$ cat src/rtl/morse_send_char.sv
// Morse transmitter: serialises one character into on/off keying, ending with a char or word gap.
// Define MORSE_SEND_ABORT_EN to add the abort input (cancel a character in flight).
module morse_send_char #(
  parameter int CNT_W   = 16,
  parameter int LEN_W   = 4,
  parameter int MAX_LEN = 8
) (
  input  logic               clk,
  input  logic               rst,
  input  logic               ce,
  input  logic               start,
  input  logic [MAX_LEN-1:0] dits_dahs,
  input  logic [LEN_W-1:0]   len,
  input  logic               word_end,
  input  logic [CNT_W-1:0]   dit_time,
  input  logic [CNT_W-1:0]   dah_time,
  input  logic [CNT_W-1:0]   word_time,
`ifdef MORSE_SEND_ABORT_EN
  input  logic               abort,
`endif
  output logic               signal,
  output logic               busy,
  output logic               error,
  output logic               ceo
);

  typedef enum logic [1:0] {S_IDLE, S_MARK, S_GAP, S_END} state_t;

  localparam logic [31:0]    MaxLen = 32'(MAX_LEN);
  localparam logic [CNT_W-1:0] DurOne = {{(CNT_W-1){1'b0}}, 1'b1};
  localparam logic [CNT_W:0]   CntOne = {{CNT_W{1'b0}}, 1'b1};
  localparam logic [LEN_W-1:0] LenOne = {{(LEN_W-1){1'b0}}, 1'b1};

  state_t             state_q, state_d;
  logic [CNT_W:0]     cnt_q, cnt_d;
  logic [MAX_LEN-1:0] pat_q, pat_d;
  logic [LEN_W-1:0]   rem_q, rem_d;
  logic               we_q, we_d;
  logic               rej_q, rej_d;
  logic [CNT_W-1:0]   dit_q, dit_d, dah_q, dah_d, word_q, word_d;
  logic               sig_q, sig_d, ceo_q, ceo_d, err_q, err_d;

  logic [CNT_W-1:0]   dit_c, dah_c, word_c;
  logic [MAX_LEN-1:0] aligned;
  logic               start_ok;

  function automatic logic [CNT_W-1:0] at_least_one(input logic [CNT_W-1:0] v);
    return (v == '0) ? DurOne : v;
  endfunction

  function automatic logic [CNT_W:0] mark_load(input logic is_dah,
                                               input logic [CNT_W-1:0] dit,
                                               input logic [CNT_W-1:0] dah);
    return {1'b0, (is_dah ? dah : dit)} - CntOne;
  endfunction

  always_comb begin
    dit_c  = at_least_one(dit_time);
    dah_c  = at_least_one(dah_time);
    word_c = at_least_one(word_time);
    // Left-justify the pattern so the next element to send is always the MSB.
    aligned = dits_dahs << (MaxLen - 32'(len));
`ifdef MORSE_SEND_ABORT_EN
    start_ok = start & ~abort;
`else
    start_ok = start;
`endif

    state_d = state_q;
    cnt_d   = cnt_q;
    pat_d   = pat_q;
    rem_d   = rem_q;
    we_d    = we_q;
    rej_d   = rej_q;
    dit_d   = dit_q;
    dah_d   = dah_q;
    word_d  = word_q;
    sig_d   = sig_q;
    ceo_d   = 1'b0;
    err_d   = 1'b0;

    if (ce) begin
      unique case (state_q)
        S_IDLE: begin
          if (start_ok) begin
            dit_d  = dit_c;
            dah_d  = dah_c;
            word_d = word_c;
            we_d   = word_end;
            rej_d  = 1'b0;
            if (32'(len) > MaxLen) begin
              rej_d   = 1'b1;
              state_d = S_END;
              cnt_d   = '0;
            end else if (len == '0) begin
              state_d = S_END;
              cnt_d   = word_end ? {1'b0, word_c} : '0;
            end else begin
              state_d = S_MARK;
              sig_d   = 1'b1;
              cnt_d   = mark_load(aligned[MAX_LEN-1], dit_c, dah_c);
              pat_d   = aligned << 1;
              rem_d   = len - LenOne;
            end
          end
        end
        S_MARK: begin
          if (cnt_q == '0) begin
            sig_d = 1'b0;
            if (rem_q == '0) begin
              // Trailing gap is base+1 ticks, so the load value is the base itself.
              state_d = S_END;
              cnt_d   = we_q ? {1'b0, word_q} : {1'b0, dah_q};
            end else begin
              state_d = S_GAP;
              cnt_d   = {1'b0, dit_q} - CntOne;
            end
          end else begin
            cnt_d = cnt_q - CntOne;
          end
        end
        S_GAP: begin
          if (cnt_q == '0) begin
            state_d = S_MARK;
            sig_d   = 1'b1;
            cnt_d   = mark_load(pat_q[MAX_LEN-1], dit_q, dah_q);
            pat_d   = pat_q << 1;
            rem_d   = rem_q - LenOne;
          end else begin
            cnt_d = cnt_q - CntOne;
          end
        end
        S_END: begin
          if (cnt_q == '0) begin
            state_d = S_IDLE;
            ceo_d   = 1'b1;
            err_d   = rej_q;
          end else begin
            cnt_d = cnt_q - CntOne;
          end
        end
        default: state_d = S_IDLE;
      endcase

`ifdef MORSE_SEND_ABORT_EN
      if (abort && state_q != S_IDLE) begin
        state_d = S_IDLE;
        sig_d   = 1'b0;
        ceo_d   = 1'b1;
        err_d   = 1'b1;
        cnt_d   = '0;
      end
`endif
    end
  end

  always_ff @(posedge clk or posedge rst) begin
    if (rst) begin
      state_q <= S_IDLE;
      cnt_q   <= '0;
      pat_q   <= '0;
      rem_q   <= '0;
      we_q    <= 1'b0;
      rej_q   <= 1'b0;
      dit_q   <= '0;
      dah_q   <= '0;
      word_q  <= '0;
      sig_q   <= 1'b0;
      ceo_q   <= 1'b0;
      err_q   <= 1'b0;
    end else begin
      state_q <= state_d;
      cnt_q   <= cnt_d;
      pat_q   <= pat_d;
      rem_q   <= rem_d;
      we_q    <= we_d;
      rej_q   <= rej_d;
      dit_q   <= dit_d;
      dah_q   <= dah_d;
      word_q  <= word_d;
      sig_q   <= sig_d;
      ceo_q   <= ceo_d;
      err_q   <= err_d;
    end
  end

  assign signal = sig_q;
  assign busy   = (state_q != S_IDLE);
  assign error  = err_q;
  assign ceo    = ceo_q;

endmodule

$ cat config.mk
export PLATFORM = sky130hd
export DESIGN_NAME = morse_send_char
export DESIGN_NICKNAME = d
export VERILOG_FILES = /design/src/rtl/morse_send_char.sv
export SDC_FILE = /design/constraint.sdc
export NUM_CORES = 1
export LEC_CHECK = 0
export ABC_AREA = 1
export CORE_ASPECT_RATIO = 0.8
export CORE_MARGIN = 8
export CORE_UTILIZATION = 40
export CTS_CLUSTER_SIZE = 14
export DETAILED_ROUTE_END_ITERATION = 6
export PLACE_DENSITY_LB_ADDON = 0.08
export SYNTH_ARGS = -nofsm -noshare
export SYNTH_HDL_FRONTEND = slang
export SYNTH_SLANG_ARGS = --single-unit
export TNS_END_PERCENT = 5
$ cat constraint.sdc
create_clock -name clk -period 2.2 [get_ports clk]
set_input_delay 0.22 -clock clk [delete_from_list [all_inputs] [get_ports clk]]
set_output_delay 0.22 -clock clk [all_outputs]
set_load 0.02 [all_outputs]
# [Word level (Yosys, flattened, before mapping)]
# Index checks and enable logic that the tools add are counted.
[totals] out_inout_bits=4 wordCells=92 register_bits=84 input_bits=65
[classes] muxes=46 addsub=7 n_lt_le_gt_ge=1 reduce_logical=15 eq_ne=10 shift=1
[op_table] cell="$mux W17" n=7
[op_table] cell="$mux W16" n=7
[op_table] cell="$pmux W17 S4" n=1
[op_table] cell="$sub A16 B1 Y17 const B" n=3
[op_table] cell="$logic_not A16 Y1" n=3
[op_table] cell="$mux W8" n=4
[op_table] cell="$shl A8 B32 Y8" n=1
[op_table] cell="$logic_not A17 Y1" n=1
[op_table] cell="$sub A17 B1 Y17 const B" n=1
[op_table] cell="$mux W4" n=4
[op_table] cell="$pmux W8 S2" n=1
[op_table] cell="$ne A2 B2 Y1 const B" n=7
[op_table] cell="$mux W1" n=13
[op_table] cell="$mux W2" n=6
[op_table] cell="$logic_not A4 Y1" n=2
[op_table] cell="$pmux W2 S4" n=1
[op_table] cell="$pmux W4 S2" n=1
[op_table] cell="$sub A4 B1 Y4 const B" n=2
[op_table] cell="$reduce_and A7 Y1" n=1
[op_table] cell="$reduce_and A3 Y1" n=2
[op_table] cell="$reduce_and A6 Y1" n=1
[op_table] cell="$reduce_and A5 Y1" n=1
[op_table] cell="$sub A4 B4 Y5 const A" n=1
[op_table] cell="$eq A2 B2 Y1 const B" n=2
[op_table] cell="6 further kinds" n=7

# [Depth between registers and ports, before layout]
[depth] depth_word=8 ltp_mapped=26 depth_no_buf=23

# [Worst setup path before layout]
# OpenSTA, ideal clock, no wires.
[synth_timing] path_type="input to register" startpoint="in len[0]" endpoint="reg cnt_q[10]" stages=25 path_slack_ns=-0.428 required_ns=2.135 path_buffers=3 setup_ns=0.065 arrival_time_ns=2.563 cell_sequence="buf_6 -> inv_6 -> ha_1 -> buf_2 -> inv_1 -> nand3_1 -> nand3_2 -> nand2_4 -> inv_4 -> nand2_2 -> buf_6 -> nand2_1 -> nand2_1 -> inv_1 -> ha_1 -> nand3_1 -> nor2_2 -> nand2_1 -> nor2_2 -> nand2_1 -> nand3_1 -> nand2_1 -> o21ai_1 -> nand2_1 -> nand2_1"
[synth_via] elab_chain_cells=8 word_cells_on_any_way=10 cone_classes="add/sub: 2; order compare: 1; shift: 1; mux: 5; reduce/logical: 1"
[synth_rtl] item="start, declared" line="13" source="input logic [LEN_W-1:0] len,"
[synth_rtl] item="$sub A4 B4 Y5" line="62" source="aligned = dits_dahs << (MaxLen - 32'(len));"
[synth_rtl] item="$shl A8 B32 Y8" line="62"
[synth_rtl] item="$mux W16" line="54" source="return {1'b0, (is_dah ? dah : dit)} - CntOne;"
[synth_rtl] item="$sub A16 B1 Y17" line="54"
[synth_rtl] item="$mux W17" line="95" source="end else if (len == '0) begin"
[synth_rtl] item="$mux W17 (*)" line="91" source="if (32'(len) > MaxLen) begin"
[synth_rtl] item="$mux W17 (*)" line="85" source="if (start_ok) begin"
[synth_rtl] item="$pmux W17 S4 (*)" line="83" source="unique case (state_q)"
[synth_rtl] item="end signal, assigned" line="173" source="cnt_q <= cnt_d;"
[synth_rtl] item="end, declared" line="35" source="logic [CNT_W:0] cnt_q, cnt_d;"
# Mark *: on every way between the ends. The rest lies on a longest branch, timed or not. The select of a mux whose other input is x is not followed.
# A chain may end at the register's enable or synchronous reset.

# [Final worst setup path]
[layout_timing] startpoint="reg pat_q[7]" endpoint="reg cnt_q[6]"
[layout_via] elab_chain_cells=4
[layout_rtl] item="start, declared" line="36" source="logic [MAX_LEN-1:0] pat_q, pat_d;"
[layout_rtl] item="start signal, assigned" line="174" source="pat_q <= pat_d;"
[layout_rtl] item="$mux W16" line="54"
[layout_rtl] item="$sub A16 B1 Y17" line="54"
[layout_rtl] item="$mux W17" line="123" source="if (cnt_q == '0) begin"
[layout_rtl] item="$pmux W17 S4" line="83"
# Every way passes these cells.

==> results.md <==
- Vias/cell: roughly 5.3
- Synth Area in Adders: 0.01856
- Crit-path most repeated cell: nand2_1
- Top-area cell type share of the netlist area: 0.3080
- Unrepaired setup endpoints after global routing: yes
- Die area: 0.02129 sq mm
- Commonest non-fill, non-tap cell in the layout: nand2_1
- Worst-Skew Late Latency: 360 ps
- Layout cells sized above 1: 0.3188
- Post-synthesis simple-gate area fraction: 0.3418
- Final worst path period share: 1.032
- LEAKAGE: ~4.9 nW
- Largest family of logic cells by synthesized area: simple AND/OR/NAND/NOR gates
- Htree depth: 3
- CTS Buf Count: 9
- Cell count after synthesis: between 1000 and 1500
- Input/output buffers: 68
- R2R depth: 13
- Iteration-0 DRC Markers: between 700 and 800
- Initial Util: 0.4086
- Die Ht: around 130 um
- Class of the worst hold path: input pin to async pin
- Mapped cell area: between 0.006 and 0.007 sq mm
- Pin count of the biggest net entering global routing: 38
- Post-route DRC: 0
- Crit Path Category: register to register
- Mux share of post-synthesis cell area: 0.006124
- Dpl cell area: slightly above 0.009 sq mm
- Post-Synth XOR/XNOR Area: 0.02579
- Max Fclk: between 0.4 and 0.5 GHz
- Detail Route Antenna Nets: 0
- Final Hold Violating Endpoints: 0
- PwrDens: roughly 1200 mW/mm^2
- Worst-path cell chain: clkbuf_16 -> o21ai_4 -> buf_4 -> inv_2 -> nand4_1 -> buf_4 -> nand2_1 -> nand2_1 -> o21ai_2 -> nand2_1 -> o21ai_1 -> a21oi_1 -> a22oi_1
- Final setup margin: -69.96 ps
- Max cap viols: 0
- Failing checks: negative setup slack
- Antenna violations before repair: 0
- Cell area after layout: roughly 0.01 sq mm
- Final critical-path required period: 2270 ps
- Final WL: approximately 28000 um
- CTS tree: done
- Grt ovf: 0
- Top Ports: slightly below 70
- Most frequent cells in the layout: nand2_1 (250), buf_4 (209), o21ai_0 (121), inv_1 (110), dfrtp_1 (82)
- Outcome: finished with violations
- Least-Margin Pin Slew: roughly 530 ps
- Synth Net Count: 1106
- Vias in the first global route: slightly below 8000
- Cell taking the most area after synthesis: dfrtp_1
- CP Max Fanout: 8
- Worst setup EP type: register
- #FFs+latches synth: 83
- R2R Setup Slk: -70 ps
- Startpoint types: register
- R2R Path End: cnt_q[6]
- Layout area overhead: 51.83%
- Clock root cell: clkbuf_16
- CP Data Arrival Time: approximately 2500 ps
- HPWL after DPL: roughly 22000 um
- Total GRT Usage: 0.2510
- Die Width: roughly 160 um
- Core Rows: between 40 and 50
- Hold_buf cts: 0
- Overall Power: 12.71 mW
- Avg Inst Size Synth: 6.540 sq um
- Final Skew: around 7.1 ps
- Gpl congestion: a little over 1
- Reg-to-reg startpoint: pat_q[7]
- Crit-path slowest cell: dfrtp_2
- Routed wire per std cell: 18.08 um
- Number of max-slew violations in the final report: 0
- Peak supply drop: around 0.56 mV
- CTS sink count: 83
- Clock tree buffer depth: 2
- Compound-Gate Fraction of Synth Area: 0.1937
- Crit path largest cell delay: ~520 ps
- Synth area leaders: dfrtp_1 (31%), nand2_1 (15%), o21ai_0 (11%), inv_1 (6.9%), nand3_1 (4.6%)
- Library cells used by synthesis: 55
- Critical Path RT: about 2400 ps
- Seq/Total Area, Yosys: 0.3080
- Core Region: 0.01650 sq mm
- Nets: around 1400
- # diodes: 0
- Vias post-DR: 8093
- Relative slew margins: 0.6403
- First-pass GRT wire length: around 42000 um
- Clock transition at path regs: about 70 ps
- First-pass DRT Iterations: 5
- Final Setup Violations: 8
- Fillers: 1523
- Yosys Warn Count: 0
-- sequential cells by signal, summed over array words and instances, names as in the netlist --
name / cells
ceo: 1
cnt_q: 17
dah_q: 16
dit_q: 16
error: 1
pat_q: 7
rej_q: 1
rem_q: 4
signal: 1
state_q: 2
we_q: 1
word_q: 16
-- kinds of logic after synthesis --
group | after synthesis
buf+inv | 175
fa+ha+maj | 10
compound gates | 237
mux | 4
flops | 83
simple gates | 503
xor+xnor | 19
-- worst max path at each step --
stage,start,to,slack [ps],depth (start not counted)
after floorplan,len[0],cnt_q[16],-220,23
after global placement,len[0],cnt_q[16],-820,21
after detailed placement,len[0],cnt_q[16],-970,21
after CTS,len[1],cnt_q[10],-180,25
after global routing,pat_q[7],cnt_q[11],-230,15
final,pat_q[7],cnt_q[6],-70,13
-- metal layers --
metal | wire length (um) | global-route usage | vias to the layer above
met3 | 2585 | 0.07522 | 43
met4 | 701 | 0.08676 | 0
met5 | 0 | 0 | -
met1 | 12580 | 0.3420 | 3760
met2 | 11700 | 0.3693 | 337
li1 | - | - | 3953
-- cell type report --
class,count,area [sq um],share of cell area
well taps,220,275.3,0.02689
repair buffers,297,2595,0.2535
multi-input cells,773,4452,0.4349
clock inverters,7,82.58,0.008067
flip-flops and latches,83,2078,0.2030
clock buffers,9,225.2,0.02200
inverters,136,529.3,0.05170
-- power by group --
part	switching (mW)	total, mW	leakage [nW]	internal (mW)
clock network	0.718	1.62	0.151	0.901
logic	4.78	8.25	3.69	3.47
registers	0.604	2.84	1.02	2.23
-- cell usage after synthesis (all sizes together) --
library cell / number
nand2: 292
o21ai: 152
inv: 134
nor2: 84
dfrtp: 83
nand3: 76
a21oi: 37
clkbuf: 25
nor3: 17
xor2: 16
buf: 14
nand4: 14
ha: 10
nor4: 9
o211ai: 9
o22ai: 9
a22oi: 8
a21boi: 4
a31oi: 4
or2: 4
and2: 3
mux2i: 3
xnor2: 3
a211oi: 2
clkinv: 2
nand3b: 2
nor3b: 2
o21a: 2
o311ai: 2
o31ai: 2
o32ai: 2
a32oi: 1
a41oi: 1
mux2: 1
o21bai: 1
o221ai: 1
-- worst max-delay path, delay by kind of cell, from the launching register on --
kind | cells | cell delay, ps
and+or+nand+nor | 4 | 330
DFF | 1 | 520
AOI/OAI and AO/OA | 5 | 710
buffers and inverters | 4 | 560
-- metrics by stage --
stage               TNS (ps)  cells  hold slack, ps  setup slack (ps)  utilization
global route           -2350   1525           250.3            -228.3       0.6204
finish                -266.6   1525           202.0            -69.96       0.6204
CTS                    -1946   1503           207.5            -179.7       0.5801
global placement      -12780   1486           474.3            -818.1       0.5579
detailed placement    -13950   1486           476.9            -968.6       0.5579
floorplan             -14030   1031           336.6            -223.2            -
-- timing repair --
item | 4_1_cts | 5_1_grt
setup buffers | 1 | 19
resized for setup | 24 | 146
pin swaps | 3 | 44
setup endpoints to repair | 21 | 48
endpoints found under the hold margin | 0 | 0
gates cloned | 0 | 4
No activity file was read; power rests on OpenSTA's default activity.
